File: config.mk
export PLATFORM = sky130hd
export DESIGN_NAME = audio_rom_scheduler_flat
export DESIGN_NICKNAME = d
export VERILOG_FILES = /design/src/rtl/audio_rom_scheduler_if.sv /design/src/rtl/audio_rom_scheduler.sv /design/src/flat_wrapper.sv
export SDC_FILE = /design/constraint.sdc
export NUM_CORES = 1
export LEC_CHECK = 0
export CAP_MARGIN = 20
export CORE_ASPECT_RATIO = 0.9
export CORE_UTILIZATION = 39
export CTS_CLUSTER_SIZE = 24
export DETAILED_ROUTE_END_ITERATION = 10
export GPL_ROUTABILITY_DRIVEN = 0
export PLACE_DENSITY = 0.6
export SLEW_MARGIN = 25
export SYNTH_ARGS = -nofsm -noshare
export SYNTH_HDL_FRONTEND = slang
export SYNTH_SLANG_ARGS = --single-unit
export TNS_END_PERCENT = 50
File: constraint.sdc
create_clock -name clk -period 6.1 [get_ports clk]
set_clock_uncertainty 0.1 [all_clocks]
set_input_delay 0.61 -clock clk [delete_from_list [all_inputs] [get_ports clk]]
set_output_delay 0.61 -clock clk [all_outputs]
set_load 0.005 [all_outputs]
File: src/rtl/audio_rom_scheduler_if.sv
// Bundle of frame-clock, step, ROM and DAC-side signals for audio_rom_scheduler.
// The overrun_cnt member exists only when OVERRUN_CNT_EN is defined.
interface audio_rom_scheduler_if #(
  parameter int ADDR_W = 8,
  parameter int DATA_W = 24,
  parameter int ACC_W  = 16
);
  logic              lrck_dac;
  logic              enable;
  logic [ACC_W-1:0]  step_l;
  logic [ACC_W-1:0]  step_r;
  logic [ADDR_W:0]   rom_addr;
  logic [DATA_W-1:0] rom_q;
  logic [DATA_W-1:0] data_dac_chL;
  logic [DATA_W-1:0] data_dac_chR;
  logic              frame_done;
  logic              busy;
  logic              overrun;
`ifdef OVERRUN_CNT_EN
  logic [7:0]        overrun_cnt;

  modport master (
    input  lrck_dac, enable, step_l, step_r, rom_q,
    output rom_addr, data_dac_chL, data_dac_chR, frame_done, busy, overrun, overrun_cnt
  );
  modport slave (
    output lrck_dac, enable, step_l, step_r, rom_q,
    input  rom_addr, data_dac_chL, data_dac_chR, frame_done, busy, overrun, overrun_cnt
  );
`else
  modport master (
    input  lrck_dac, enable, step_l, step_r, rom_q,
    output rom_addr, data_dac_chL, data_dac_chR, frame_done, busy, overrun
  );
  modport slave (
    output lrck_dac, enable, step_l, step_r, rom_q,
    input  rom_addr, data_dac_chL, data_dac_chR, frame_done, busy, overrun
  );
`endif
endinterface

File: src/rtl/audio_rom_scheduler.sv
// Time-shares one waveform ROM between L (table 0) and R (table 1) once per lrck frame.
// Define OVERRUN_CNT_EN to add a saturating 8-bit dropped-tick counter.
module audio_rom_scheduler #(
  parameter int ADDR_W  = 8,
  parameter int DATA_W  = 24,
  parameter int ACC_W   = 16,
  parameter int ROM_LAT = 1
) (
  input logic                   clk,
  input logic                   rst,
  audio_rom_scheduler_if.master bus
);
  localparam int CNT_W = (ROM_LAT < 1) ? 1 : $clog2(ROM_LAT + 1);

  typedef enum logic [2:0] {
    S_IDLE,
    S_ADV,
    S_RD_L,
    S_RD_R,
    S_UPD
  } state_t;

  state_t            r_state;
  state_t            w_state_next;

  logic [2:0]        r_lrck_sync;
  logic              w_tick;
  logic              w_start;
  logic              w_drop;
  logic              w_cnt_last;

  logic [CNT_W-1:0]  r_cnt;
  logic [ACC_W-1:0]  r_step_l;
  logic [ACC_W-1:0]  r_step_r;
  logic [ACC_W-1:0]  r_acc_l;
  logic [ACC_W-1:0]  r_acc_r;
  logic [ACC_W-1:0]  w_acc_l_sum;
  logic [ACC_W-1:0]  w_acc_r_sum;
  logic [ADDR_W:0]   r_rom_addr;
  logic [DATA_W-1:0] r_hold_l;
  logic [DATA_W-1:0] r_hold_r;
  logic [DATA_W-1:0] r_dac_l;
  logic [DATA_W-1:0] r_dac_r;
  logic              r_frame_done;
  logic              r_overrun;

  // Two metastability flops plus one delay flop; tick marks the synchronised rising edge.
  always_ff @(posedge clk or posedge rst) begin
    if (rst) begin
      r_lrck_sync <= 3'b000;
    end else begin
      r_lrck_sync <= {r_lrck_sync[1:0], bus.lrck_dac};
    end
  end

  assign w_tick      = r_lrck_sync[1] & ~r_lrck_sync[2];
  assign w_start     = w_tick & bus.enable & (r_state == S_IDLE);
  assign w_drop      = w_tick & bus.enable & (r_state != S_IDLE);
  assign w_cnt_last  = (r_cnt == CNT_W'(ROM_LAT));
  assign w_acc_l_sum = r_acc_l + r_step_l;
  assign w_acc_r_sum = r_acc_r + r_step_r;

  always_ff @(posedge clk or posedge rst) begin
    if (rst) begin
      r_state <= S_IDLE;
    end else begin
      r_state <= w_state_next;
    end
  end

  always_comb begin
    w_state_next = r_state;
    case (r_state)
      S_IDLE:  if (w_start) w_state_next = S_ADV;
      S_ADV:   w_state_next = S_RD_L;
      S_RD_L:  if (w_cnt_last) w_state_next = S_RD_R;
      S_RD_R:  if (w_cnt_last) w_state_next = S_UPD;
      S_UPD:   w_state_next = S_IDLE;
      default: w_state_next = S_IDLE;
    endcase
  end

  // The ROM address is registered one state ahead so it is stable for every read cycle.
  always_ff @(posedge clk or posedge rst) begin
    if (rst) begin
      r_cnt        <= '0;
      r_step_l     <= '0;
      r_step_r     <= '0;
      r_acc_l      <= '0;
      r_acc_r      <= '0;
      r_rom_addr   <= '0;
      r_hold_l     <= '0;
      r_hold_r     <= '0;
      r_dac_l      <= '0;
      r_dac_r      <= '0;
      r_frame_done <= 1'b0;
      r_overrun    <= 1'b0;
    end else begin
      r_frame_done <= 1'b0;
      case (r_state)
        S_IDLE: begin
          if (w_start) begin
            r_step_l <= bus.step_l;
            r_step_r <= bus.step_r;
          end
        end
        S_ADV: begin
          r_acc_l    <= w_acc_l_sum;
          r_acc_r    <= w_acc_r_sum;
          r_rom_addr <= {1'b0, w_acc_l_sum[ACC_W-1 -: ADDR_W]};
          r_cnt      <= '0;
        end
        S_RD_L: begin
          if (w_cnt_last) begin
            r_hold_l   <= bus.rom_q;
            r_rom_addr <= {1'b1, r_acc_r[ACC_W-1 -: ADDR_W]};
            r_cnt      <= '0;
          end else begin
            r_cnt <= r_cnt + CNT_W'(1);
          end
        end
        S_RD_R: begin
          if (w_cnt_last) begin
            r_hold_r <= bus.rom_q;
            r_cnt    <= '0;
          end else begin
            r_cnt <= r_cnt + CNT_W'(1);
          end
        end
        S_UPD: begin
          r_dac_l      <= r_hold_l;
          r_dac_r      <= r_hold_r;
          r_frame_done <= 1'b1;
        end
        default: begin
        end
      endcase
      if (w_drop) begin
        r_overrun <= 1'b1;
      end
    end
  end

`ifdef OVERRUN_CNT_EN
  logic [7:0] r_overrun_cnt;

  always_ff @(posedge clk or posedge rst) begin
    if (rst) begin
      r_overrun_cnt <= 8'h00;
    end else if (w_drop && (r_overrun_cnt != 8'hFF)) begin
      r_overrun_cnt <= r_overrun_cnt + 8'h01;
    end
  end

  assign bus.overrun_cnt = r_overrun_cnt;
`endif

  assign bus.rom_addr     = r_rom_addr;
  assign bus.data_dac_chL = r_dac_l;
  assign bus.data_dac_chR = r_dac_r;
  assign bus.frame_done   = r_frame_done;
  assign bus.busy         = (r_state != S_IDLE);
  assign bus.overrun      = r_overrun;

endmodule

File: src/flat_wrapper.sv
// flat-port wrapper written by rule: the top's interface ports become plain ports
module audio_rom_scheduler_flat 
#(
  parameter int ADDR_W  = 8,
  parameter int DATA_W  = 24,
  parameter int ACC_W   = 16,
  parameter int ROM_LAT = 1
)
  (clk, rst, bus_lrck_dac, bus_enable, bus_step_l, bus_step_r, bus_rom_q, bus_rom_addr, bus_data_dac_chL, bus_data_dac_chR, bus_frame_done, bus_busy, bus_overrun);
  audio_rom_scheduler_if #(.ADDR_W(ADDR_W), .DATA_W(DATA_W), .ACC_W(ACC_W)) bus_i ();
  input logic clk;
  input logic rst;
  input wire logic [$bits(bus_i.lrck_dac)-1:0] bus_lrck_dac;
  input wire logic [$bits(bus_i.enable)-1:0] bus_enable;
  input wire logic [$bits(bus_i.step_l)-1:0] bus_step_l;
  input wire logic [$bits(bus_i.step_r)-1:0] bus_step_r;
  input wire logic [$bits(bus_i.rom_q)-1:0] bus_rom_q;
  output wire logic [$bits(bus_i.rom_addr)-1:0] bus_rom_addr;
  output wire logic [$bits(bus_i.data_dac_chL)-1:0] bus_data_dac_chL;
  output wire logic [$bits(bus_i.data_dac_chR)-1:0] bus_data_dac_chR;
  output wire logic [$bits(bus_i.frame_done)-1:0] bus_frame_done;
  output wire logic [$bits(bus_i.busy)-1:0] bus_busy;
  output wire logic [$bits(bus_i.overrun)-1:0] bus_overrun;
  assign bus_i.lrck_dac = bus_lrck_dac;
  assign bus_i.enable = bus_enable;
  assign bus_i.step_l = bus_step_l;
  assign bus_i.step_r = bus_step_r;
  assign bus_i.rom_q = bus_rom_q;
  assign bus_rom_addr = bus_i.rom_addr;
  assign bus_data_dac_chL = bus_i.data_dac_chL;
  assign bus_data_dac_chR = bus_i.data_dac_chR;
  assign bus_frame_done = bus_i.frame_done;
  assign bus_busy = bus_i.busy;
  assign bus_overrun = bus_i.overrun;
  audio_rom_scheduler #(.ADDR_W(ADDR_W), .DATA_W(DATA_W), .ACC_W(ACC_W), .ROM_LAT(ROM_LAT)) u_core (.clk(clk), .rst(rst), .bus(bus_i));
endmodule
==> impl_metrics.py <==
metrics = {
    "setup_path": {
        "critPathCaptureType": "register",
        "required_ns": 6.27,
        "worst-r2r-setup-slack_ns": 3.03,
        "timing.rr.start": "u_core.r_acc_l[0]",
        "reg2reg_depth": 10,
        "r2r-end": "u_core.bus.rom_addr[4]",
        "critPathMaxFanout": 3,
        "critPathLaunchType": "register",
        "worstSetupPathType": "reg2reg",
        "crit_arrival_ns": 3.24,
    },
    "timing": {
        "period_minus_slack_ns": 3.070,
        "hold_viol": 0,
        "setup_violations": 0,
        "rsz0062_at_grt": "no",
        "setup-tns-final_ns": 0,
        "worst_hold_slack_ns": 0.2599,
        "fin_crit_sh": 0.5033,
        "slew_headroom": 0.4720,
        "max_freq_mhz": 325.7,
        "worst_slew_pin_slew_ns": 0.7919,
        "slew_violations": 0,
    },
    "synth": {
        "yosys_warnings": 0,
        "ys_seq_area_frac": 0.5587,
        "synth_compound_area_frac": 0.08663,
        "synth_top_cells_by_area": "dfrtp_1 56%, mux2_2 15%, nand2_1 6.3%",
        "synth.most_common_cell": "dfrtp_1",
        "synth_cells": 676,
        "syn_area_um2": 7973,
        "yosys.area_share.adder": 0.05210,
        "syn_area_per_cell_um2": 11.79,
        "ys.flop_type": "dfrtp_1",
        "yosysUniqueCellTypes": 56,
        "synth_edf_count": 0,
        "synth_xor_area_frac": 0.03249,
        "yosys-top-cells-count": "178 x dfrtp_1, 134 x nand2_1, 103 x mux2_2, 30 x ha_1, 29 x o21ai_0",
        "synth_top_family_by_area": "multiplexers",
        "synthMuxAreaShare": 0.1455,
        "yosys.area_share.simple": 0.1033,
        "yosysTopAreaCell": "dfrtp_1",
        "synth_top_area_share": 0.5587,
        "syn_nets": 768,
        "synth-seq-cells": 178,
        "ys_async_sr_fraction": 1.000,
    },
    "clock_tree": {
        "numCtsBuffers": 17,
        "clkLatencyLatePin_ns": 0.43,
        "post_cts.repair.setup_buffers": 0,
        "cts_buffer_depth": 2,
        "clk_transition_reported_paths_ns": 0.07,
        "hold_buffers": 0,
        "htreeDepth": 4,
        "cts_resized": 0,
        "cts.sinks": 178,
        "clockRootBuffer": "clkbuf_16",
        "cts_tree": "built",
    },
    "floorplanning": {
        "die_w_um": 152.7,
        "initial_core_util": 0.3989,
        "fp.dieH_um": 137.6,
        "rows": 49,
        "dieArea_um2": 21020,
        "pin_count": 120,
        "core_area_um2": 19990,
    },
    "global_route": {
        "grt_max_degree": 74,
        "first_global_vias": 5622,
        "overflow": 0,
        "met2_usage": 0.2813,
        "top_usage_layer": "met2",
        "use_met1": 0.2130,
        "antenna_found_initial": 0,
        "use_met3": 0.06323,
        "track_usage": 0.1705,
        "grt_pass1_wl_mm": 28.15,
    },
    "placement": {
        "port_buffers": 119,
        "dp.final_hpwl_mm": 11.24,
        "dp.cells": 1027,
    },
    "power_and_ir_drop": {
        "vdd_ir_drop_max_v": 0.0003562,
        "intPower_w": 0.003654,
        "p_leak_nw": 4.499,
        "pwr-share-seq": 0.373,
        "p_sw_w": 0.001981,
        "power.density_nw_per_um2": 563.8,
        "clock_power_share": 0.194,
        "switching_share": 0.3516,
        "power_frac_comb": 0.434,
    },
    "layout": {
        "area_growth_pct": 25.38,
        "seqCellArea_um2": 4454,
        "fin_cells": 1059,
        "drive_above_1_share": 0.1891,
        "fill_cells": 1777,
        "num_antenna_cells": 0,
        "fin_nets": 883,
        "multi_input_area_um2": 3354,
    },
    "route": {
        "vias_per_cell": 5.029,
        "firstDrtPassIters": 9,
        "ant_nets": 0,
        "route.vias.total": 5326,
        "drt_first_iter_violations": 227,
        "wire_per_inst_um": 15.75,
        "drcViolationCount": 0,
        "wl_mm": 16.68,
    },
    "flow_run": {
        "cap_violations": 0,
    },
    "worst_hold_path": {
        "hold_path_startpoint": "u_core.r_lrck_sync[0]",
        "holdPathStages": 0,
        "hold_class": "reg2reg",
        "holdPathEnd": "u_core.r_lrck_sync[1]",
    },
    "run_status": {
        "status": "finished, final reports clean",
    },
}
sequential cells by signal, summed over array words and instances, names as in the netlist:
signal,cells
u_core.bus.overrun,1
u_core.r_lrck_sync,3
u_core.r_step_l,16
u_core.r_acc_l,16
u_core.bus.frame_done,1
u_core.r_hold_r,24
u_core.r_state,3
u_core.r_step_r,16
u_core.r_acc_r,16
u_core.r_cnt,1
u_core.bus.data_dac_chR,24
u_core.r_hold_l,24
u_core.bus.rom_addr,9
u_core.bus.data_dac_chL,24
worst max-delay path by stage:
stage	start	endpoint	slack (ns)	depth (start not counted)
CTS	u_core.r_acc_l[0]	u_core.bus.rom_addr[4]	3.06	10
global route	u_core.r_acc_l[0]	u_core.bus.rom_addr[4]	2.91	10
detailed placement	u_core.r_acc_l[0]	u_core.bus.rom_addr[4]	3.11	10
global placement	u_core.r_acc_l[0]	u_core.bus.rom_addr[4]	3.13	10
floorplan	rst	u_core.bus.data_dac_chL[0]	0.56	1
finish	u_core.r_acc_l[0]	u_core.bus.rom_addr[4]	3.03	10
per-stage QoR:
stage          power, W  utilization  setup WS, ns  instance area [µm²]
2_1_floorplan  0.003723            -        0.5597                 7973
3_3_place_gp   0.004484       0.4705         3.134                 9404
3_5_place_dp   0.004575       0.4705         3.112                 9404
4_1_cts        0.005709       0.5000         3.060                 9993
5_1_grt        0.006102       0.5001         2.908                 9996
6_report       0.005636       0.5001         3.030                 9996
final cells by class:
type | instances | share of cell area
well taps | 255 | 0.03192
multi-input cells | 459 | 0.3356
clock buffers | 18 | 0.04293
flip-flops and latches | 178 | 0.4456
inverters | 10 | 0.004256
clock inverters | 14 | 0.01602
repair buffers | 125 | 0.1237
placed cells by master, fill, tap and decap left out, types with 7 or more instances in the layout:
| cell type | Yosys | layout |
|---|---|---|
| o21ai_0 | 29 | 29 |
| xor2_1 | 17 | 17 |
| ha_1 | 30 | 30 |
| nand2_1 | 134 | 134 |
| clkdlybuf4s50_1 | 0 | 119 |
| xnor2_1 | 10 | 10 |
| a21o_1 | 16 | 16 |
| nor2_1 | 21 | 20 |
| dfrtp_1 | 178 | 178 |
| clkbuf_16 | 0 | 17 |
| o21ai_1 | 9 | 9 |
| and3_1 | 7 | 7 |
| inv_1 | 9 | 8 |
| mux2_2 | 103 | 103 |
| a21oi_1 | 17 | 17 |
worst max-delay path, stage by stage (launching register included):
cell	delay (ns)
dfrtp_1	0.38
ha_1	0.23
fa_1	0.42
a21o_1	0.20
a21o_1	0.23
a2111oi_4	0.40
o31ai_1	0.20
a21o_1	0.20
a21oi_1	0.17
xor2_1	0.25
o221ai_1	0.14
per-layer routing:
layer,share of wire,routed length (µm),vias up
met5,0,0,-
li1,-,-,2572
met3,0.057,953,11
met4,0.0068,113,0
met1,0.46,7706,2630
met2,0.47,7905,113
cell families after synthesis:
| group | after synthesis |
|---|---|
| flops | 178 |
| buf+inv | 39 |
| simple gates | 193 |
| fa+ha+maj | 32 |
| mux | 103 |
| compound gates | 103 |
| xor+xnor | 28 |
power groups by stage:
stage	clock [W]	sequential, W	combinational, W
3_5_place_dp	0	0.00212	0.00246
3_3_place_gp	0	0.00209	0.00239
6_report	0.00109	0.00210	0.00244
2_1_floorplan	0	0.00202	0.00170
4_1_cts	0.00113	0.00210	0.00247
5_1_grt	0.00118	0.00218	0.00274
Note: power is estimated with default switching activity, not from simulation.
==> RTL edit 1 (same settings) <==
Re-encode `state_t` (5 states) as Gray code, 3 bits wide.
--- a/src/rtl/audio_rom_scheduler.sv
+++ b/src/rtl/audio_rom_scheduler.sv
@@ -15,7 +15,7 @@
   typedef enum logic [2:0] {
-    S_IDLE,
-    S_ADV,
-    S_RD_L,
-    S_RD_R,
-    S_UPD
+    S_IDLE = 3'b000,
+    S_ADV  = 3'b001,
+    S_RD_L = 3'b011,
+    S_RD_R = 3'b010,
+    S_UPD  = 3'b110
   } state_t;
Function: same outputs for any inputs over 10 cycles, from zero or initial values and one cycle with rst high; not proved beyond that.
==> RTL edit 1 against the unedited design <==
  * The run now ends with DRC left
  * Global-route usage barely moved
  * Power fell by 1.4%
  * Final area rose by 0.23%
  * Synthesized area fell by 0.47%
  * Count of clock-buffer cells in the layout fell by 1
  * Worst hold slack got worse by 7.3 ps
  * Fmax rose by 16%
  * Setup slack improved by 430 ps
  * Wire length rose by 2.3%
  * Sequential cell count did not move
  * Critical endpoint is now u_core.r_acc_l[14]
  * Largest power group unchanged
==> RTL edit 1: results (changes against the unedited design) <==
| Metric | Value |
|---|---|
| #MultiIn Comb | `554 (+21%)` |
| Final wirelength | `17100 µm (+2.3%)` |
| Crit path DAT | `2830 ps (-410 ps)` |
| Filler cells | `1873 (+5.4%)` |
| Via count | `5555 (+4.3%)` |
| Non-clk buf share | `0.126 (+0.00272)` |
| Most common library cells after synthesis | `nand2_1, dfrtp_1, mux2_2` |
| Pre-CTS WS | `3510 ps (+393 ps)` |
| Final instance area | `10000 µm² (+0.23%)` |
| Wl on met1 | `8600 µm (+12%)` |
| Yosys cell types | `52 (-7.1%)` |
| Met2 WL post-DR | `7860 µm (-0.56%)` |
| GRT met3 Usage | `0.0374 (-0.0258)` |
| GR Util met2 | `0.268 (-0.0133)` |
| Nonclk buf count | `129 (+3.2%)` |
| Clk_buf instances | `17 (-1)` |
| Die W | `152 µm (-0.23%)` |
| Worst vdd ir | `0.000221 V (-38%)` |
| Power, Total | `5560 µW (-1.4%)` |
| Cells after Synth | `770 (+14%)` |
| First-pass GRT wire length | `28000 µm (-0.42%)` |
| Max_slew headroom | `0.536 (+0.0640)` |
| Met1 usage | `0.238 (+0.0255)` |
| Violated checks | `DRC` |
| Drt pass-1 iters | `8 (-1)` |
| DR WL met3 | `478 µm (-50%)` |
| Placed inst area | `9430 µm² (+0.28%)` |
| CP max stage cell | `fa_1` |
| Mapped Nets | `862 (+12%)` |
| Drt drc | `6 (+6)` |
| LEAKAGE | `0.00474 µW (+5.4%)` |
| Hpwl dp | `11300 µm (+0.21%)` |
| Largest net degree at the start of global routing | `79 (+6.8%)` |
| Tot GR Track Use | `0.170 (about the same)` |
| Share of cells above drive strength 1 | `0.122 (-0.0672)` |
| Sequential share of the synthesized area | `0.561 (+0.00264)` |
| Final clock-cell share | `0.0587 (-0.000258)` |
| Flop pwr share | `0.372 (about the same)` |
| Switching share of total power | `0.371 (+0.0195)` |
| Initial detailed-routing violation count | `313 (+38%)` |
| Final setup fails | `0 (unchanged)` |
| Multi-input combinational area share | `0.334 (-0.00138)` |
| DR vias/cell | `4.80 (-4.6%)` |
| Status | `finished, violations left` |
| Vias in the first global route | `5494 (-2.3%)` |
| Final Net Count | `982 (+11%)` |
==> RTL edit 1: kinds of logic after synthesis <==
logic type | share of synthesized area
flip-flops | 0.561
buffers and inverters | 0.0192
AND/OR/NAND/NOR | 0.163
AO/OA/AOI/OAI | 0.0908
adder cells (fa/ha/maj) | 0.0523
multiplexers | 0.0820
XOR/XNOR | 0.0309
==> RTL edit 1: path summary, 6_finish.rpt <==
path / from / endpoint / slack (ps) / cells past startpoint
setup / recovery: u_core.r_acc_l[0] / u_core.r_acc_l[14] / 3460 / 9
hold / removal: u_core.r_lrck_sync[0] / u_core.r_lrck_sync[1] / 250 / 0
setup reg to reg: u_core.r_acc_l[0] / u_core.r_acc_l[14] / 3460 / 9
hold reg to reg: u_core.r_lrck_sync[0] / u_core.r_lrck_sync[1] / 250 / 0
max in group asynchronous: rst / u_core.r_lrck_sync[0] / 4140 / 3
min in group asynchronous: rst / u_core.bus.data_dac_chR[21] / 580 / 2
==> RTL edit 2 (config.mk and constraints unchanged) <==
Without the edit above. `ACC_W` is set to 16 in 3 places; all go to 32.
--- a/src/rtl/audio_rom_scheduler_if.sv
+++ b/src/rtl/audio_rom_scheduler_if.sv
@@ -5,3 +5,3 @@
   parameter int DATA_W = 24,
-  parameter int ACC_W  = 16
+  parameter int ACC_W  = 32
 );
--- a/src/rtl/audio_rom_scheduler.sv
+++ b/src/rtl/audio_rom_scheduler.sv
@@ -5,3 +5,3 @@
   parameter int DATA_W  = 24,
-  parameter int ACC_W   = 16,
+  parameter int ACC_W   = 32,
   parameter int ROM_LAT = 1
--- a/src/flat_wrapper.sv
+++ b/src/flat_wrapper.sv
@@ -5,3 +5,3 @@
   parameter int DATA_W  = 24,
-  parameter int ACC_W   = 16,
+  parameter int ACC_W   = 32,
   parameter int ROM_LAT = 1
Interface: changed (resized bus_step_l and bus_step_r); port bits go from 120 to 152. The function was not compared with the original's and may differ.
==> RTL edit 2 against the unedited design <==
  * Count of clock-buffer cells in the layout grew 24
  * Power grew 52%
  * Wire length grew 54%
  * Die area grew 49%
  * Critical path depth grew 2
  * Synthesized area grew 50%
  * Setup slack lost 280 ps
  * Sequential cell count grew 64
  * Sequential share of layout area shrank 3.7 points
  * Final area grew 48%
  * Largest power group unchanged
==> RTL edit 2: results (changes against the unedited design) <==
| Metric | Value |
|---|---|
| Wl on met1 | `12700 µm (+64%)` |
| Clock Latency Late Sink | `540 ps (+110 ps)` |
| Max_slew headroom | `0.422 (-0.0501)` |
| Pre-CTS WS | `2780 ps (-329 ps)` |
| Post-route minimum period | `3350 ps (+281 ps)` |
| Cells after Synth | `1097 (+62%)` |
| End of the critical path | `u_core.r_acc_l[28]` |
| Placed inst area | `13900 µm² (+48%)` |
| Fin Hold WS | `248 ps (-11.8 ps)` |
| Final wirelength | `25700 µm (+54%)` |
| Number of H-tree levels | `1 (-3)` |
| Largest cells by area after synthesis | `dfrtp_1, mux2_2, ha_1, nand2_1, o21ai_0` |
| Initial antenna violation count | `0 (unchanged)` |
| Setup slack, reg-to-reg | `2750 ps (-280 ps)` |
| Buffers on Ports | `151 (+27%)` |
| Highest routed layer | `met4` |
| First-pass GRT wire length | `43700 µm (+55%)` |
| Filler cells | `2752 (+55%)` |
| Final Net Count | `1397 (+58%)` |
| Tot GR Track Use | `0.169 (-0.00104)` |
| Wirelength per Cell | `15.4 µm (-2.0%)` |
| Placed Instances | `1614 (+57%)` |
| TritonCTS buffer count | `28 (+11)` |
| Hpwl dp | `17600 µm (+57%)` |
| Hold EP | `u_core.r_lrck_sync[1]` |
| GR Util met2 | `0.267 (-0.0140)` |
| GRT met3 Usage | `0.0309 (-0.0324)` |
| Syn. warnings | `0 (unchanged)` |
| Status | `finished, final reports clean` |
| CTS max path bufs | `3 (+1)` |
| Most common library cells after synthesis | `dfrtp_1, nand2_1, mux2_2` |
| Share of cells above drive strength 1 | `0.164 (-0.0249)` |
| DR WL met3 | `949 µm (-0.42%)` |
| Largest net degree at the start of global routing | `143 (+93%)` |
| Yosys cell types | `63 (+13%)` |
| R2R depth | `12 (+2)` |
| Initial detailed-routing violation count | `379 (+67%)` |
| Worst vdd ir | `0.000304 V (-15%)` |
| Mapped Nets | `1253 (+63%)` |
| Sequential share of the synthesized area | `0.507 (-0.0520)` |
| Met2 WL post-DR | `11500 µm (+45%)` |
| Crit path DAT | `3670 ps (+430 ps)` |
| Worst Path Max Fanout | `4 (+1)` |
| Drt pass-1 iters | `4 (-5)` |
==> RTL edit 2: final cells by class <==
type,instances,area (µm²),area share
Sequential cell,242,6060,0.409
Multi-Input combinational cell,792,5680,0.383
Timing Repair Buffer,158,1580,0.106
Clock buffer,42,825,0.0557
Tap cell,403,504,0.0341
Clock inverter,8,92.6,0.00625
Inverter,19,75.1,0.00507
==> RTL edit 2: cell families (layout without fill, tap and decap cells) <==
| kind of cell | Yosys count | after routing | share of synthesized area |
|---|---|---|---|
| and+or+nand+nor | 285 | 285 | 0.102 |
| AOI/OAI and AO/OA | 248 | 248 | 0.132 |
| DFF | 242 | 242 | 0.507 |
| muxes | 139 | 139 | 0.131 |
| adders and majority gates | 64 | 64 | 0.0683 |
| buffers and inverters | 63 | 227 | 0.0198 |
| xor gates and xnor gates | 56 | 56 | 0.0410 |
==> RTL edit 2: where the power goes <==
group	total, µW	internal, µW	switching (µW)
Combinational	4130	2020	2110
Clock	1660	1010	646
Sequential	2800	2350	450
